$ cat config.mk
export PLATFORM = sky130hd
export DESIGN_NAME = single_port_ram_arbiter
export DESIGN_NICKNAME = d
export VERILOG_FILES = /design/src/rtl/single_port_ram_arbiter.sv
export SDC_FILE = /design/constraint.sdc
export NUM_CORES = 1
export LEC_CHECK = 0
export CORE_MARGIN = 5
export CORE_UTILIZATION = 35
export CTS_BUF_LIST = sky130_fd_sc_hd__clkbuf_8
export DETAILED_ROUTE_END_ITERATION = 7
export HOLD_SLACK_MARGIN = 0.12
export PLACE_DENSITY = 0.93
export SYNTH_ARGS = -nofsm -noshare
export SYNTH_HDL_FRONTEND = slang
export SYNTH_SLANG_ARGS = --single-unit
export TNS_END_PERCENT = 50
$ cat constraint.sdc
create_clock -name clk_i -period 1.54 [get_ports clk_i]
set_input_delay 0.462 -clock clk_i [delete_from_list [all_inputs] [get_ports clk_i]]
set_output_delay 0.462 -clock clk_i [all_outputs]
set_load 0.03 [all_outputs]
$ cat src/rtl/single_port_ram_arbiter.sv
// Round-robin arbiter sharing one single-port RAM between two requesters.
// Ports: clk_i/arstn_i; per-port a_*/b_* command handshake with tagged read
// return (rd_valid_o/rd_data_o); ram_* registered command bus and ram_data_i.
module single_port_ram_arbiter #(
    parameter int DATA_WIDTH     = 8,
    parameter int ADDR_WIDTH     = 8,
    parameter int RAM_RD_LATENCY = 1
) (
    input  logic                      clk_i,
    input  logic                      arstn_i,

    input  logic                      a_valid_i,
    output logic                      a_ready_o,
    input  logic                      a_wr_en_i,
    input  logic [ADDR_WIDTH-1:0]     a_addr_i,
    input  logic [DATA_WIDTH-1:0]     a_data_i,
    input  logic [DATA_WIDTH/8-1:0]   a_byte_valid_i,
    output logic                      a_rd_valid_o,
    output logic [DATA_WIDTH-1:0]     a_rd_data_o,

    input  logic                      b_valid_i,
    output logic                      b_ready_o,
    input  logic                      b_wr_en_i,
    input  logic [ADDR_WIDTH-1:0]     b_addr_i,
    input  logic [DATA_WIDTH-1:0]     b_data_i,
    input  logic [DATA_WIDTH/8-1:0]   b_byte_valid_i,
    output logic                      b_rd_valid_o,
    output logic [DATA_WIDTH-1:0]     b_rd_data_o,

    output logic                      ram_wr_en_o,
    output logic [ADDR_WIDTH-1:0]     ram_addr_o,
    output logic [DATA_WIDTH-1:0]     ram_data_o,
    output logic [DATA_WIDTH/8-1:0]   ram_byte_valid_o,
    input  logic [DATA_WIDTH-1:0]     ram_data_i
);

    localparam int BYTE_VALID_WIDTH = DATA_WIDTH / 8;
    // One stage for the ram_* register plus the RAM's own read latency.
    localparam int TAG_DEPTH = 1 + RAM_RD_LATENCY;

    typedef enum logic {
        PRI_A = 1'b0,
        PRI_B = 1'b1
    } pri_e;

    pri_e                        pri_q;
    logic                        grant_a;
    logic                        grant_b;
    logic                        accept;
    logic                        sel_wr;
    logic [ADDR_WIDTH-1:0]       sel_addr;
    logic [DATA_WIDTH-1:0]       sel_data;
    logic [BYTE_VALID_WIDTH-1:0] sel_be;
    logic [TAG_DEPTH-1:0]        tag_vld_q;
    logic [TAG_DEPTH-1:0]        tag_b_q;
    logic                        rsp_vld;
    logic                        rsp_b;

    // Gating with arstn_i keeps ready low while reset is held, even
    // though requesters may already be presenting commands.
    always_comb begin
        grant_a = arstn_i & a_valid_i & (~b_valid_i | (pri_q == PRI_A));
        grant_b = arstn_i & b_valid_i & (~a_valid_i | (pri_q == PRI_B));
        accept  = grant_a | grant_b;
    end

    assign a_ready_o = grant_a;
    assign b_ready_o = grant_b;

    always_comb begin
        sel_wr   = a_wr_en_i;
        sel_addr = a_addr_i;
        sel_data = a_data_i;
        sel_be   = a_byte_valid_i;
        if (grant_b) begin
            sel_wr   = b_wr_en_i;
            sel_addr = b_addr_i;
            sel_data = b_data_i;
            sel_be   = b_byte_valid_i;
        end
    end

    always_ff @(posedge clk_i or negedge arstn_i) begin
        if (!arstn_i) begin
            pri_q <= PRI_A;
        end else if (accept) begin
            pri_q <= grant_b ? PRI_A : PRI_B;
        end
    end

    // Idle cycles only drop wr_en; the rest of the bus holds its value.
    always_ff @(posedge clk_i or negedge arstn_i) begin
        if (!arstn_i) begin
            ram_wr_en_o      <= 1'b0;
            ram_addr_o       <= '0;
            ram_data_o       <= '0;
            ram_byte_valid_o <= '0;
        end else if (accept) begin
            ram_wr_en_o      <= sel_wr;
            ram_addr_o       <= sel_addr;
            ram_data_o       <= sel_data;
            ram_byte_valid_o <= sel_be;
        end else begin
            ram_wr_en_o      <= 1'b0;
        end
    end

    // Read tags travel alongside the RAM pipeline; the last stage lines
    // up with the cycle ram_data_i carries that read's word.
    always_ff @(posedge clk_i or negedge arstn_i) begin
        if (!arstn_i) begin
            tag_vld_q <= '0;
            tag_b_q   <= '0;
        end else begin
            tag_vld_q <= {tag_vld_q[TAG_DEPTH-2:0], accept & ~sel_wr};
            tag_b_q   <= {tag_b_q[TAG_DEPTH-2:0], grant_b};
        end
    end

    assign rsp_vld = tag_vld_q[TAG_DEPTH-1];
    assign rsp_b   = tag_b_q[TAG_DEPTH-1];

    assign a_rd_valid_o = rsp_vld & ~rsp_b;
    assign b_rd_valid_o = rsp_vld & rsp_b;
    assign a_rd_data_o  = a_rd_valid_o ? ram_data_i : '0;
    assign b_rd_data_o  = b_rd_valid_o ? ram_data_i : '0;

endmodule

==> impl_metrics.toml, run 1 <==
[clocking]
clk_latency_ns = 0.26
h-tree-depth = 1
cts_sinks = 23
clkSlewWorstSetupHoldPaths_ns = 0.08
cts-root-buf = "clkbuf_8"
cts_max_path_buffers = 2
cts_buffers = 3
cts_tree = "done"

[critical_path]
startpoint_type = "register"
reg2reg_slack_ns = 0.29
path_cells = "nor2b_4, and2_4, buf_6"
r2r-end = "ram_addr_o[1]$_DFFE_PN0P_"
worst-path-buf-inv = 1
crit_path_max_fanout = 5
critical_path_required_ns = 1.08
timing.rr.start = "pri_q$_DFFE_PN0P_"
rr_worst_depth = 5
path_delay_family = "flip-flops"
worstPathArrival_ns = 1.24
cp-end-kind = "output pin"
path_class = "register to output pin"
cp_slowest_cell = "dfrtp_2"
slowest_delay_ns = 0.47

[sta]
min_period_ns = 1.70
final_hold_viol_count = 0
worst_pin_slew_ns = 0.328
fmax_ghz = 0.588
slew_headroom_pct = 78.2
postLayoutSetupSlackWorst_ns = -0.160
final-setup-viol-count = 20
maxSlewViolCount = 0
rsz0062_at_grt = "true"
holdWs_ns = 0.292
fin_skew_ns = 0.00112
min_period_over_period_pct = 110

[route]
drt_pass1_iterations = 4
highest-signal-layer = "met4"
wl_per_cell_um = 18.4
drt_iter0_markers = 114
antenna_left = 0
wirelength_mm = 4.95
vias_per_cell = 5.32
dr_wl_met3_um = 511
vias = 1431
remaining_drc_errors = 0
wl_met2_mm = 2.30
drt-met1-wl_mm = 1.98

[floorplanning]
rows = 21
start_util_pct = 35.5
fp.dieW_um = 67.8
die_area_um2 = 4590
die_h_um = 67.8
ios = 86
core_region_area_um2 = 3280

[final_layout]
final_area_um2 = 2310
finish.net_count = 272
final_cell_mix = "clkdlybuf4s50_1, dlygate4sd2_1, dfrtp_1"
layout.cells.non_filler = 269
drive_above_1_share_pct = 30.5
layout_commonest_cell = "clkdlybuf4s50_1"
antenna-diode-count = 0
syn_to_final_growth_pct = 98.0

[power]
p_per_area_nw_per_um2 = 805
switchingPower_w = 0.000661
internal-power_w = 0.00120
switching_share_pct = 35.5
irDropWorstVdd_uv = 417
seq_power_share_pct = 39.7
pwr-share-clk_pct = 20.1
p_comb_share_pct = 40.3
leakagePower_nw = 0.986

[logic_synthesis]
syn_area_um2 = 1170
syn_inst = 127
synth_seq_cells = 23
synth_cell_types = 20
syn_nets = 175
synth_area_per_cell_um2 = 9.19
ys_top_cells_by_area = "dfrtp_1, nor2_1, o32ai_1"
netlist.area_leader.share_pct = 49.3
synth-seq-area-share_pct = 49.3
yosysTopAreaCell = "dfrtp_1"
yosys_warnings = 0

[grt]
grt_pass1_wl_mm = 7.34
grt_overflow_total = 0
grt_max_degree = 20
track_usage_pct = 21.7
grt_pass1_vias = 1501
antenna_found_initial = 0

[placed_design]
postPlaceCellArea_um2 = 2100
hpwl_mm = 3.49
dp_cells = 261
place_worst_setup_slack_ns = -0.357
io_buffers = 85
finalWeightedCongestion = 0.778

[worst_hold_path]
hold_path.class = "primary input to asynchronous set/reset pin"

[flow_run]
cap_violations = 0

[run_status]
violations = "negative setup slack"
run_status = "finished, violations left"
[worst max-delay path by stage]
stage	from	end	slack (ns)	depth (start not counted)
after detailed placement	a_valid_i	tag_vld_q[0]$_DFF_PN0_	-0.36	5
after global placement	arstn_i	a_ready_o	-0.35	4
final	tag_b_q[1]$_DFF_PN0_	a_rd_data_o[6]	-0.16	3
after global routing	tag_b_q[1]$_DFF_PN0_	a_rd_data_o[6]	-0.21	3
after floorplan	b_valid_i	a_ready_o	-0.06	3
after CTS	tag_b_q[1]$_DFF_PN0_	b_rd_data_o[7]	-0.12	3
[through the flow]
step / TNS (ns) / power, W / util, %
floorplan: -0.175 / 0.00110 / -
CTS: -1.95 / 0.00185 / 69.4
global route: -2.99 / 0.00196 / 70.4
finish: -2.12 / 0.00186 / 70.4
detailed placement: -9.26 / 0.00148 / 63.8
global placement: -8.21 / 0.00146 / 63.8
[registers in the layout (all words and copies together) (netlist names)]
| signal | cells |
|---|---|
| ram_addr_o | 8 |
| ram_data_o | 8 |
| tag_b_q | 2 |
| tag_vld_q | 2 |
| pri_q | 1 |
| ram_byte_valid_o | 1 |
| ram_wr_en_o | 1 |
[layout make-up]
| cell class | count | area, um^2 |
|---|---|---|
| Clock buffer | 3 | 41.3 |
| Clock inverter | 1 | 5.00 |
| Fill cell | 220 | 973 |
| Multi-Input combinational cell | 94 | 628 |
| Sequential cell | 23 | 577 |
| Tap cell | 46 | 57.6 |
| Timing Repair Buffer | 102 | 1000 |
[cells by family after synthesis]
kind of cell	synth area share (%)
AO/OA/AOI/OAI	17.1
buffers and inverters	6.22
flip-flops	49.3
AND/OR/NAND/NOR	27.3
[power groups by stage]
stage	sequential, W	combinational (W)	clock [W]
after CTS	0.000734	0.000734	0.000379
after global routing	0.000748	0.000800	0.000415
after detailed placement	0.000741	0.000737	0
after floorplan	0.000880	0.000223	0
after global placement	0.000740	0.000722	0
final	0.000738	0.000749	0.000373
[what timing repair did]
item                       4_1_cts  5_1_grt
gates resized for setup         72       11
setup endpoints to repair       51       25
gates cloned                     2        0
pin swaps                        9        1
setup buffers                    2        0
hold buffers                     0        0
[Yosys cell counts]
| cell type | n |
|---|---|
| a21boi_0 | 1 |
| nand3_1 | 10 |
| o32ai_1 | 8 |
| buf_4 | 3 |
| nor2b_1 | 1 |
| nor2b_2 | 1 |
| clkbuf_1 | 2 |
| dfrtp_1 | 23 |
| o21ai_2 | 1 |
| nand2_1 | 3 |
| o21a_1 | 1 |
| nor3_1 | 8 |
| a31oi_1 | 9 |
| buf_2 | 4 |
| nand2b_1 | 1 |
| buf_6 | 2 |
| nor2_1 | 19 |
| and3_1 | 9 |
| o21ai_0 | 10 |
| and2_1 | 11 |
[metal layers]
| layer | global-route usage (%) | vias to the layer above |
|---|---|---|
| li1 | - | 654 |
| met3 | 6.82 | 14 |
| met1 | 26.0 | 668 |
| met2 | 35.8 | 95 |
| met4 | 9.11 | 0 |
| met5 | 0 | - |
Note: power is estimated with default switching activity, not from simulation.
==> run 2, diff against run 1 <==
- GPL_ROUTABILITY_DRIVEN: default -> 0
==> results of run 2 <==
No change in the layout: final DEF, timing and power equal those of run 1.
==> run 3, diff against run 2 <==
- ABC_CLOCK_PERIOD_IN_PS: default -> 1540
- CELL_PAD_IN_SITES_DETAIL_PLACEMENT: default -> 0
- CELL_PAD_IN_SITES_GLOBAL_PLACEMENT: default -> 2
- CORE_UTILIZATION: 35 -> 18
- PLACE_DENSITY: 0.93 -> 0.92
==> impl_metrics.toml, run 3 (synthesis results as in run 1) <==
[route]
vias_per_cell = 4.44
wirelength_mm = 4.53
wl_per_cell_um = 15.0
antenna_left = 0
drt_iter0_markers = 85
vias = 1342
drt_pass1_iterations = 5
remaining_drc_errors = 0

[grt]
track_usage_pct = 10.5
grt_pass1_wl_mm = 7.02
grt_overflow_total = 0
grt_pass1_vias = 1362
grt_max_degree = 20
antenna_found_initial = 0

[sta]
rsz0062_at_grt = "true"
fmax_ghz = 0.598
min_period_over_period_pct = 109
finalSetupTns_ns = -2.07
maxSlewViolCount = 0
final-setup-viol-count = 19
slew_headroom_pct = 79.0
min_period_ns = 1.67
worst_pin_slew_ns = 0.317
postLayoutSetupSlackWorst_ns = -0.132
fin_skew_ns = 0.00349
final_hold_viol_count = 0

[clocking]
cts_tree = "done"
cts-root-buf = "clkbuf_8"
cts_hold_buffers = 0
clkSlewWorstSetupHoldPaths_ns = 0.09
clk_latency_ns = 0.26
cts_max_path_buffers = 2
h-tree-depth = 1
cts_sinks = 23
cts_buffers = 3

[final_layout]
final_cell_mix = "clkdlybuf4s50_1, buf_6, dfrtp_1"
multi_input_area_um2 = 628
antenna-diode-count = 0
fillerInstances = 646
drive_above_1_share_pct = 33.8
seq_area_um2 = 578
layout_commonest_cell = "clkdlybuf4s50_1"
syn_to_final_growth_pct = 102
top_regs = "ram_addr_o (8), ram_data_o (8)"
final_area_um2 = 2360
fin_util_pct = 37.4
finish.net_count = 274

[floorplanning]
rows = 29
ios = 86
die_h_um = 90.5
start_util_pct = 18.5
die_area_um2 = 8200
core_region_area_um2 = 6310
fp.dieW_um = 90.5

[critical_path]
reg2reg_slack_ns = 0.28
path_class = "register to output pin"
cp_slowest_cell = "dfrtp_2"
worst-path-buf-inv = 1
startpoint_type = "register"
crit_path_max_fanout = 5
critical_path_required_ns = 1.08
path_delay_family = "flip-flops"
worstPathArrival_ns = 1.21
path_cells = "nor2b_4, and2_4, buf_6"
cp-end-kind = "output pin"
slowest_delay_ns = 0.48

[worst_hold_path]
hold_path.class = "primary input to asynchronous set/reset pin"

[power]
p_per_area_nw_per_um2 = 799
irDropWorstVdd_uv = 387
leakagePower_nw = 0.998
p_total_w = 0.00188

[placed_design]
place_worst_setup_slack_ns = -0.383
io_buffers = 85
postPlaceCellArea_um2 = 2160
hpwl_mm = 3.40

[run_status]
run_status = "finished, violations left"
violations = "negative setup slack"

[flow_run]
cap_violations = 0
-- run 3: what timing repair did --
action,4_1_cts,5_1_grt
hold endpoints to repair,0,0
setup buffers,0,1
gates resized for setup,72,18
pin swaps,11,5
endpoints found under the setup margin,49,29
cloned,2,0
-- run 3: path summary, 6_finish.rpt --
kind | start | endpoint | cells past startpoint
max | tag_b_q[1]$_DFF_PN0_ | a_rd_data_o[0] | 3
max in group asynchronous | arstn_i | tag_b_q[1]$_DFF_PN0_ | 2
min | arstn_i | ram_data_o[4]$_DFFE_PN0P_ | 2
min reg2reg | tag_vld_q[0]$_DFF_PN0_ | tag_vld_q[1]$_DFF_PN0_ | 0
max reg2reg | pri_q$_DFFE_PN0P_ | tag_vld_q[0]$_DFF_PN0_ | 4
min in group clk_i | tag_vld_q[0]$_DFF_PN0_ | tag_vld_q[1]$_DFF_PN0_ | 0
-- run 3: cell type report --
cell class	instances	area share [%]
clock buffers	3	1.75
clock inverters	1	0.212
multi-input cells	94	26.6
flip-flops and latches	23	24.5
well taps	77	4.08
repair buffers	104	42.8
-- run 3: worst reg2reg max path: cells and delay by family (launching register included) --
kind                   cells  cell delay, ns
DFF                        1            0.45
and+or+nand+nor            2            0.34
buffers and inverters      1            0.24
AOI/OAI and AO/OA          1            0.12
-- run 3: stage by stage --
step | instances | hold slack [ns]
after CTS | 301 | 0.303
after global routing | 302 | 0.191
after detailed placement | 296 | 0.336
after floorplan | 127 | 0.166
final | 302 | 0.171
after global placement | 296 | 0.333
-- run 3: layer usage --
metal  vias to the layer above  global-route usage (%)  share of wire, %
li1                        656                       -                 -
met3                         2                    3.33               9.8
met4                         0                    2.23              0.24
met5                         -                       0                 0
met1                       611                    13.7                44
met2                        73                    16.9                46
-- run 3: report_power, final --
part	switching (W)	internal (W)
clock	0.000201	0.000181
combinational	0.000400	0.000357
sequential	0.0000619	0.000686
